<file path="src/rtl/vga_pkg.sv">
// Raster timing types, standard 720p/480p mode constants and colour type shared by the VGA timing generator.
package vga_pkg;

  typedef struct packed {
    int unsigned front;
    int unsigned sync;
    int unsigned back;
    int unsigned act;
  } vga_timing_t;

  typedef struct packed {
    logic [7:0] r;
    logic [7:0] g;
    logic [7:0] b;
  } rgb_t;

  localparam vga_timing_t H_720P = '{front: 110, sync: 40, back: 220, act: 1280};
  localparam vga_timing_t V_720P = '{front: 5,   sync: 5,  back: 20,  act: 720};
  localparam vga_timing_t H_480P = '{front: 16,  sync: 96, back: 48,  act: 640};
  localparam vga_timing_t V_480P = '{front: 10,  sync: 2,  back: 33,  act: 480};

  function automatic int unsigned blank_len(input vga_timing_t t);
    return t.front + t.sync + t.back;
  endfunction

  function automatic int unsigned total_len(input vga_timing_t t);
    return blank_len(t) + t.act;
  endfunction

endpackage

</file>
<file path="src/rtl/vga_delay_line.sv">
// Async-reset shift register of DEPTH stages (DEPTH=0 is a wire); latency DEPTH cycles, no backpressure.
module vga_delay_line #(
  parameter int W     = 3,
  parameter int DEPTH = 1
) (
  input  logic         i_clk,
  input  logic         i_rst_n,
  input  logic [W-1:0] i_dat,
  output logic [W-1:0] o_dat
);

  if (DEPTH == 0) begin : g_pass
    assign o_dat = i_dat;
  end else begin : g_pipe
    logic [W-1:0] r_pipe [DEPTH];

    always_ff @(posedge i_clk or negedge i_rst_n) begin
      if (!i_rst_n) begin
        for (int i = 0; i < DEPTH; i++) r_pipe[i] <= '0;
      end else begin
        r_pipe[0] <= i_dat;
        for (int i = 1; i < DEPTH; i++) r_pipe[i] <= r_pipe[i-1];
      end
    end

    assign o_dat = r_pipe[DEPTH-1];
  end

endmodule

</file>
<file path="src/rtl/vga_timing_gen.sv">
// Parametrised raster timing generator: requests one cycle after the counters, DAC outputs 2+RD_LAT cycles after.
// Free-running, no backpressure; the host must return iColor exactly RD_LAT cycles after each request.
module vga_timing_gen
  import vga_pkg::*;
#(
  parameter int CW      = 12,
  parameter int H_FRONT = int'(H_720P.front),
  parameter int H_SYNC  = int'(H_720P.sync),
  parameter int H_BACK  = int'(H_720P.back),
  parameter int H_ACT   = int'(H_720P.act),
  parameter int V_FRONT = int'(V_720P.front),
  parameter int V_SYNC  = int'(V_720P.sync),
  parameter int V_BACK  = int'(V_720P.back),
  parameter int V_ACT   = int'(V_720P.act),
  parameter bit H_POL   = 1'b1,
  parameter bit V_POL   = 1'b1,
  parameter int RD_LAT  = 1
) (
  input  logic          iCLK,
  input  logic          iRST_N,
  input  logic [23:0]   iColor,
  output logic          oRequest,
  output logic [CW-1:0] oCurrent_X,
  output logic [CW-1:0] oCurrent_Y,
  output logic          oFrameStart,
  output logic          oLineStart,
  output logic [7:0]    oVGA_R,
  output logic [7:0]    oVGA_G,
  output logic [7:0]    oVGA_B,
  output logic          oVGA_HS,
  output logic          oVGA_VS,
  output logic          oVGA_BLANK,
  output logic          oVGA_SYNC,
  output logic          oVGA_CLOCK
);

  localparam vga_timing_t H_T = '{front: H_FRONT, sync: H_SYNC, back: H_BACK, act: H_ACT};
  localparam vga_timing_t V_T = '{front: V_FRONT, sync: V_SYNC, back: V_BACK, act: V_ACT};
  localparam int H_BLANK = int'(blank_len(H_T));
  localparam int V_BLANK = int'(blank_len(V_T));
  localparam int H_TOTAL = int'(total_len(H_T));
  localparam int V_TOTAL = int'(total_len(V_T));

  if (((1 << CW) < H_TOTAL) || ((1 << CW) < V_TOTAL)) begin : g_cw_chk
    $error("vga_timing_gen: CW too narrow for H_TOTAL/V_TOTAL");
  end
  if ((RD_LAT < 0) || (RD_LAT > 8)) begin : g_lat_chk
    $error("vga_timing_gen: RD_LAT must be 0..8");
  end

  localparam logic [CW-1:0] H_LAST = CW'(H_TOTAL - 1);
  localparam logic [CW-1:0] V_LAST = CW'(V_TOTAL - 1);
  localparam logic [CW-1:0] H_BL   = CW'(H_BLANK);
  localparam logic [CW-1:0] V_BL   = CW'(V_BLANK);
  localparam logic [CW-1:0] H_SL   = CW'(H_FRONT);
  localparam logic [CW-1:0] H_SH   = CW'(H_FRONT + H_SYNC);
  localparam logic [CW-1:0] V_SL   = CW'(V_FRONT);
  localparam logic [CW-1:0] V_SH   = CW'(V_FRONT + V_SYNC);

  logic [CW-1:0] r_h, r_v;
  logic          w_act, w_hs, w_vs;
  logic          r_req, r_fs, r_ls;
  logic [CW-1:0] r_x, r_y;
  logic [2:0]    r_s1, w_dly;
  rgb_t          w_color, r_rgb;
  logic          r_blank, r_hs, r_vs;

  // Stage 0: raster counters, v advances only when h wraps
  always_ff @(posedge iCLK or negedge iRST_N) begin
    if (!iRST_N) begin
      r_h <= '0;
      r_v <= '0;
    end else if (r_h == H_LAST) begin
      r_h <= '0;
      r_v <= (r_v == V_LAST) ? '0 : r_v + CW'(1);
    end else begin
      r_h <= r_h + CW'(1);
    end
  end

  assign w_act = (r_h >= H_BL) && (r_v >= V_BL);
  assign w_hs  = (r_h >= H_SL) && (r_h < H_SH);
  assign w_vs  = (r_v >= V_SL) && (r_v < V_SH);

  always_ff @(posedge iCLK or negedge iRST_N) begin
    if (!iRST_N) begin
      r_req <= 1'b0;
      r_x   <= '0;
      r_y   <= '0;
      r_fs  <= 1'b0;
      r_ls  <= 1'b0;
      r_s1  <= '0;
    end else begin
      r_req <= w_act;
      r_x   <= w_act ? r_h - H_BL : '0;
      r_y   <= w_act ? r_v - V_BL : '0;
      r_fs  <= w_act && (r_h == H_BL) && (r_v == V_BL);
      r_ls  <= w_act && (r_h == H_BL);
      r_s1  <= {w_act, w_hs, w_vs};
    end
  end

  // Hold {act,hs,vs} back by the host read latency so they meet the returning colour
  vga_delay_line #(.W(3), .DEPTH(RD_LAT)) u_align (
    .i_clk   (iCLK),
    .i_rst_n (iRST_N),
    .i_dat   (r_s1),
    .o_dat   (w_dly)
  );

  assign w_color = iColor;

  always_ff @(posedge iCLK or negedge iRST_N) begin
    if (!iRST_N) begin
      r_rgb   <= '0;
      r_blank <= 1'b0;
      r_hs    <= ~H_POL;
      r_vs    <= ~V_POL;
    end else begin
      r_rgb   <= w_dly[2] ? w_color : '0;
      r_blank <= w_dly[2];
      r_hs    <= w_dly[1] ? H_POL : ~H_POL;
      r_vs    <= w_dly[0] ? V_POL : ~V_POL;
    end
  end

  assign oRequest    = r_req;
  assign oCurrent_X  = r_x;
  assign oCurrent_Y  = r_y;
  assign oFrameStart = r_fs;
  assign oLineStart  = r_ls;
  assign oVGA_R      = r_rgb.r;
  assign oVGA_G      = r_rgb.g;
  assign oVGA_B      = r_rgb.b;
  assign oVGA_HS     = r_hs;
  assign oVGA_VS     = r_vs;
  assign oVGA_BLANK  = r_blank;
  assign oVGA_SYNC   = 1'b1;
  assign oVGA_CLOCK  = iCLK;

endmodule
</file>
<file path="config.mk">
export PLATFORM = sky130hd
export DESIGN_NAME = vga_timing_gen
export DESIGN_NICKNAME = d
export VERILOG_FILES = /design/src/rtl/vga_pkg.sv /design/src/rtl/vga_delay_line.sv /design/src/rtl/vga_timing_gen.sv
export SDC_FILE = /design/constraint.sdc
export NUM_CORES = 1
export LEC_CHECK = 0
export ABC_AREA = 0
export BUFFER_PORTS_ARGS = -buffer_cell sky130_fd_sc_hd__buf_2
export CORE_MARGIN = 3
export CORE_UTILIZATION = 50
export CTS_BUF_LIST = sky130_fd_sc_hd__clkbuf_2 sky130_fd_sc_hd__clkbuf_4 sky130_fd_sc_hd__clkbuf_8
export DETAILED_ROUTE_END_ITERATION = 8
export PLACE_DENSITY_LB_ADDON = 0.08
export SLEW_MARGIN = 30
export SYNTH_ARGS = -nofsm -noshare
export SYNTH_HDL_FRONTEND = slang
export SYNTH_SLANG_ARGS = --single-unit
</file>
<file path="constraint.sdc">
create_clock -name iCLK -period 2.1 [get_ports iCLK]
set_clock_uncertainty 0.2 [all_clocks]
set_input_delay 0.63 -clock iCLK [delete_from_list [all_inputs] [get_ports iCLK]]
set_output_delay 0.63 -clock iCLK [all_outputs]
set_load 0.02 [all_outputs]
</file>
# After elaboration in Yosys (flattened, before gate mapping)
# Cells that the tools add are included.
[op_classes]
n_eq_ne = 4
n_reduce_logical = 5
n_addsub = 4
muxes = 7
order_cmp = 6
[op_table]
columns = ["operator", "count"]
rows = [
  ["12-bit 2-to-1 mux", 4],
  ["12-bit by 1-bit adder with 12-bit output (second input constant)", 2],
  ["24-bit 2-to-1 mux", 1],
  ["12-bit by 10-bit equality test with 1-bit output (second input constant)", 1],
  ["12-bit by 11-bit equality test with 1-bit output (second input constant)", 1],
  ["12-bit by 5-bit equality test with 1-bit output (second input constant)", 1],
  ["12-bit by 9-bit equality test with 1-bit output (second input constant)", 1],
  ["12-bit by 3-bit >= comparator with 1-bit output (second input constant)", 1],
  ["12-bit by 5-bit >= comparator with 1-bit output (second input constant)", 1],
  ["12-bit by 7-bit >= comparator with 1-bit output (second input constant)", 1],
  ["12-bit by 9-bit >= comparator with 1-bit output (second input constant)", 1],
  ["12-bit by 4-bit < comparator with 1-bit output (second input constant)", 1],
  ["12-bit by 8-bit < comparator with 1-bit output (second input constant)", 1],
  ["12-bit by 5-bit subtractor with 12-bit output (second input constant)", 1],
  ["12-bit by 9-bit subtractor with 12-bit output (second input constant)", 1],
  ["1-bit logical AND", 5],
  ["1-bit 2-to-1 mux", 2],
]
[totals]
input_bits = 26
output_inout_bits = 56
elab_cells = 41
regBits = 84

# Logic depth before layout (Yosys ltp)
[depth]
ltp_word = 4
ltp_mapped = 9
depth_no_buf = 6

# Modules after synthesis
# Synthesis repeated with hierarchy kept, for this count alone.
[hier_totals]
cells_unflattened = 342
area_unflattened_um2 = 3689.8
[by_module_without_submodules]
columns = ["mod", "cells_per_inst", "seq_area_each_um2", "area_per_inst_um2", "n_inst"]
rows = [
  ["vga_timing_gen", 339, 2001.9, 3614.7, 1],
  ["vga_delay_line", 3, 75.1, 75.1, 1],
]

==> reports/qor.yml <==
start_kind: "clock port"
end_kind: "primary output"
p_per_area_mw_per_mm2: 640
drive_above_1_share_pct: 30.4
most-common-layout-cells: "83 x dfrtp_1, 78 x buf_2, 30 x nor3_1"
cpLargestDelayFamily: "buffers and inverters"
ys_async_sr_fraction_pct: 100
critPathMaxStageDelay_ps: 120
grt-ovfl-total: 0
p_total_w: 0.00288
met1_length_um: 3850
grt_max_degree: 32
cp_cell_sequence: "clkbuf_8 > buf_6"
synthCells: 336
drc: 0
synth_top_cell_by_area: "dfrtp_1"
grt_pass1_vias: 2502
n_antenna_cell: 0
wl_per_cell_um: 14.7
path_max_fanout: 2
rsz0062_at_grt: "true"
nets: 465
fin_cells: 530
cts_tree: "done"
netlist_area_sq_mm: 0.00366
setup_ws_ps: -13.7
crit_type: "clk -> out"
dieHeight_um: 91.6
synth.area.top_cells: "dfrtp_1 57%, and2_1 4.6%, nor3_1 4.2%, xor2_1 3.6%, ha_1 3.4%"
tightest_slew_ps: 554
ios: 82
combPwrFrac_pct: 2.2
synth-edff-count: 0
worst_ir_drop_vdd_mv: 0.303
place_congestion: 0.835
power_frac_seq_pct: 55.5
critPathSlowestCell: "buf_6"
path_buf_inv: 2
synth_seq_area_share_pct: 56.8
sw_frac_of_total_pct: 24.4
drt_pass1_iterations: 4
power.internal_w: 0.00218
cts.clk_slew.worst_paths_ps: 90
ys_ff_latch: 83
hpwl_um: 5460
p_sw_w: 0.000702
pwr-share-clk_pct: 42.3
dp.cells: 511
vias: 2648
p_leak_nw: 2.42
cp.arrival_ps: 1280
final-setup-viol-count: 1
avgViaCountPerCell: 5.00
cap_violations: 0
synth_fp_nets: 372
worst_ep_required_time_ps: 1270
dr_wl_met2_um: 3280
drtIter0Drc: 102
holdWs_ps: 157
grt_pass1_wl_um: 13100
start_util_pct: 52.7
rows: 30
core_area_sq_mm: 0.00694
avgSynthCellArea_sq_um: 10.9
cts_setup_buffers: 0
synthFlopType: "dfrtp_1"
report.final.slew_viol_count: 0
synth_cell_type_count: 48
detail-route-antenna-nets: 0
top_layer_used: "met4"
dr_wl_met3_um: 572
relSlewSlack_pct: 63.0
final_common_cell: "dfrtp_1"
violations: "negative setup slack"
port-buffer-count: 80
antenna_found_initial: 0
finalSetupTns_ps: -13.7
yosysWarnings: 0
grt_usage_pct: 20.3
hold_viol: 0
status: "complete, but fails checks"
synth_top_area_share_pct: 56.8
clock_latency_ps: 460
die_w_um: 91.6
wirelength_um: 7800
hp-class: "reg -> reg"
syn2layout_area_growth_pct: 22.9
die-area_sq_mm: 0.00838
through the flow:
stage | area [sq um] | utilization, % | setup slack, ps
finish | 4500 | 64.8 | -13.7
global placement | 4270 | 61.5 | 84.8
detailed placement | 4270 | 61.5 | 84.8
floorplan | 3660 | - | 33.4
CTS | 4490 | 64.6 | -7.26
global route | 4500 | 64.8 | -16.3
power groups by stage:
stage           Clock, W  Sequential [W]  Combinational (W)
2_1_floorplan  0.0000556         0.00163         0.00000299
3_3_place_gp   0.0000445         0.00163          0.0000637
3_5_place_dp   0.0000445         0.00163          0.0000634
4_1_cts          0.00123         0.00160          0.0000653
5_1_grt          0.00134         0.00160          0.0000728
6_report         0.00122         0.00160          0.0000628
synthesized netlist by cell type (3+ instances only):
library cell / n
buf_4: 3
clkbuf_1: 10
buf_6: 4
xnor2_1: 11
a22o_1: 5
and3_1: 6
nand3_1: 6
a21oi_1: 8
nand4_1: 8
inv_1: 8
nand2b_1: 3
nand2_1: 18
xor2_1: 15
buf_2: 7
nor2_1: 25
and2_1: 27
ha_1: 10
dfrtp_1: 83
nor3_1: 31
o21ai_0: 10
cells by family after synthesis:
family,synth area share [%]
AND/OR/NAND/NOR,21.7
flip-flops,56.8
AO/OA/AOI/OAI,6.46
buffers and inverters,4.75
XOR/XNOR,6.22
adder cells (fa/ha/maj),3.42
multiplexers,0.615
other,0.102
worst paths after layout:
check                      cells after the start               end    start  slack [ps]
max                                            2        oVGA_CLOCK     iCLK         -10
min                                            0  u_align.o_dat[1]  r_s1[1]         160
max reg2reg                                    4            r_v[6]   r_v[8]          80
min reg2reg                                    0  u_align.o_dat[1]  r_s1[1]         160
max in group asynchronous                      3     oCurrent_Y[7]   iRST_N         810
min in group asynchronous                      2         oVGA_B[0]   iRST_N         420
flip-flops by register name (all words and copies together) (netlist names):
register and count:
oFrameStart 1, oVGA_G 8, oVGA_HS 1, r_s1 2, oCurrent_Y 12, u_align.o_dat 3, r_h 12, oLineStart 1
oRequest 1, oVGA_B 8, r_v 12, oVGA_BLANK 1, oVGA_VS 1, oCurrent_X 12, oVGA_R 8
cell type report:
| type | count | area (sq um) |
|---|---|---|
| clock buffers | 12 | 163 |
| clock inverters | 7 | 51.3 |
| fillers | 565 | 2450 |
| inverters | 8 | 30.0 |
| multi-input cells | 220 | 1420 |
| flip-flops and latches | 83 | 2080 |
| well taps | 96 | 120 |
| repair buffers | 104 | 638 |
timing repair:
item | CTS | global route
endpoints found under the hold margin | 23 | 0
hold buffers | 1 | 0
gates resized for setup | 2 | 3
endpoints found under the setup margin | 1 | 4
routing by layer:
metal	vias up	global-route usage, %
met4	0	9.80
met1	1242	29.3
met3	11	6.21
met5	-	0
li1	1313	-
met2	82	27.4
Power figures use the tool's default switching activity.
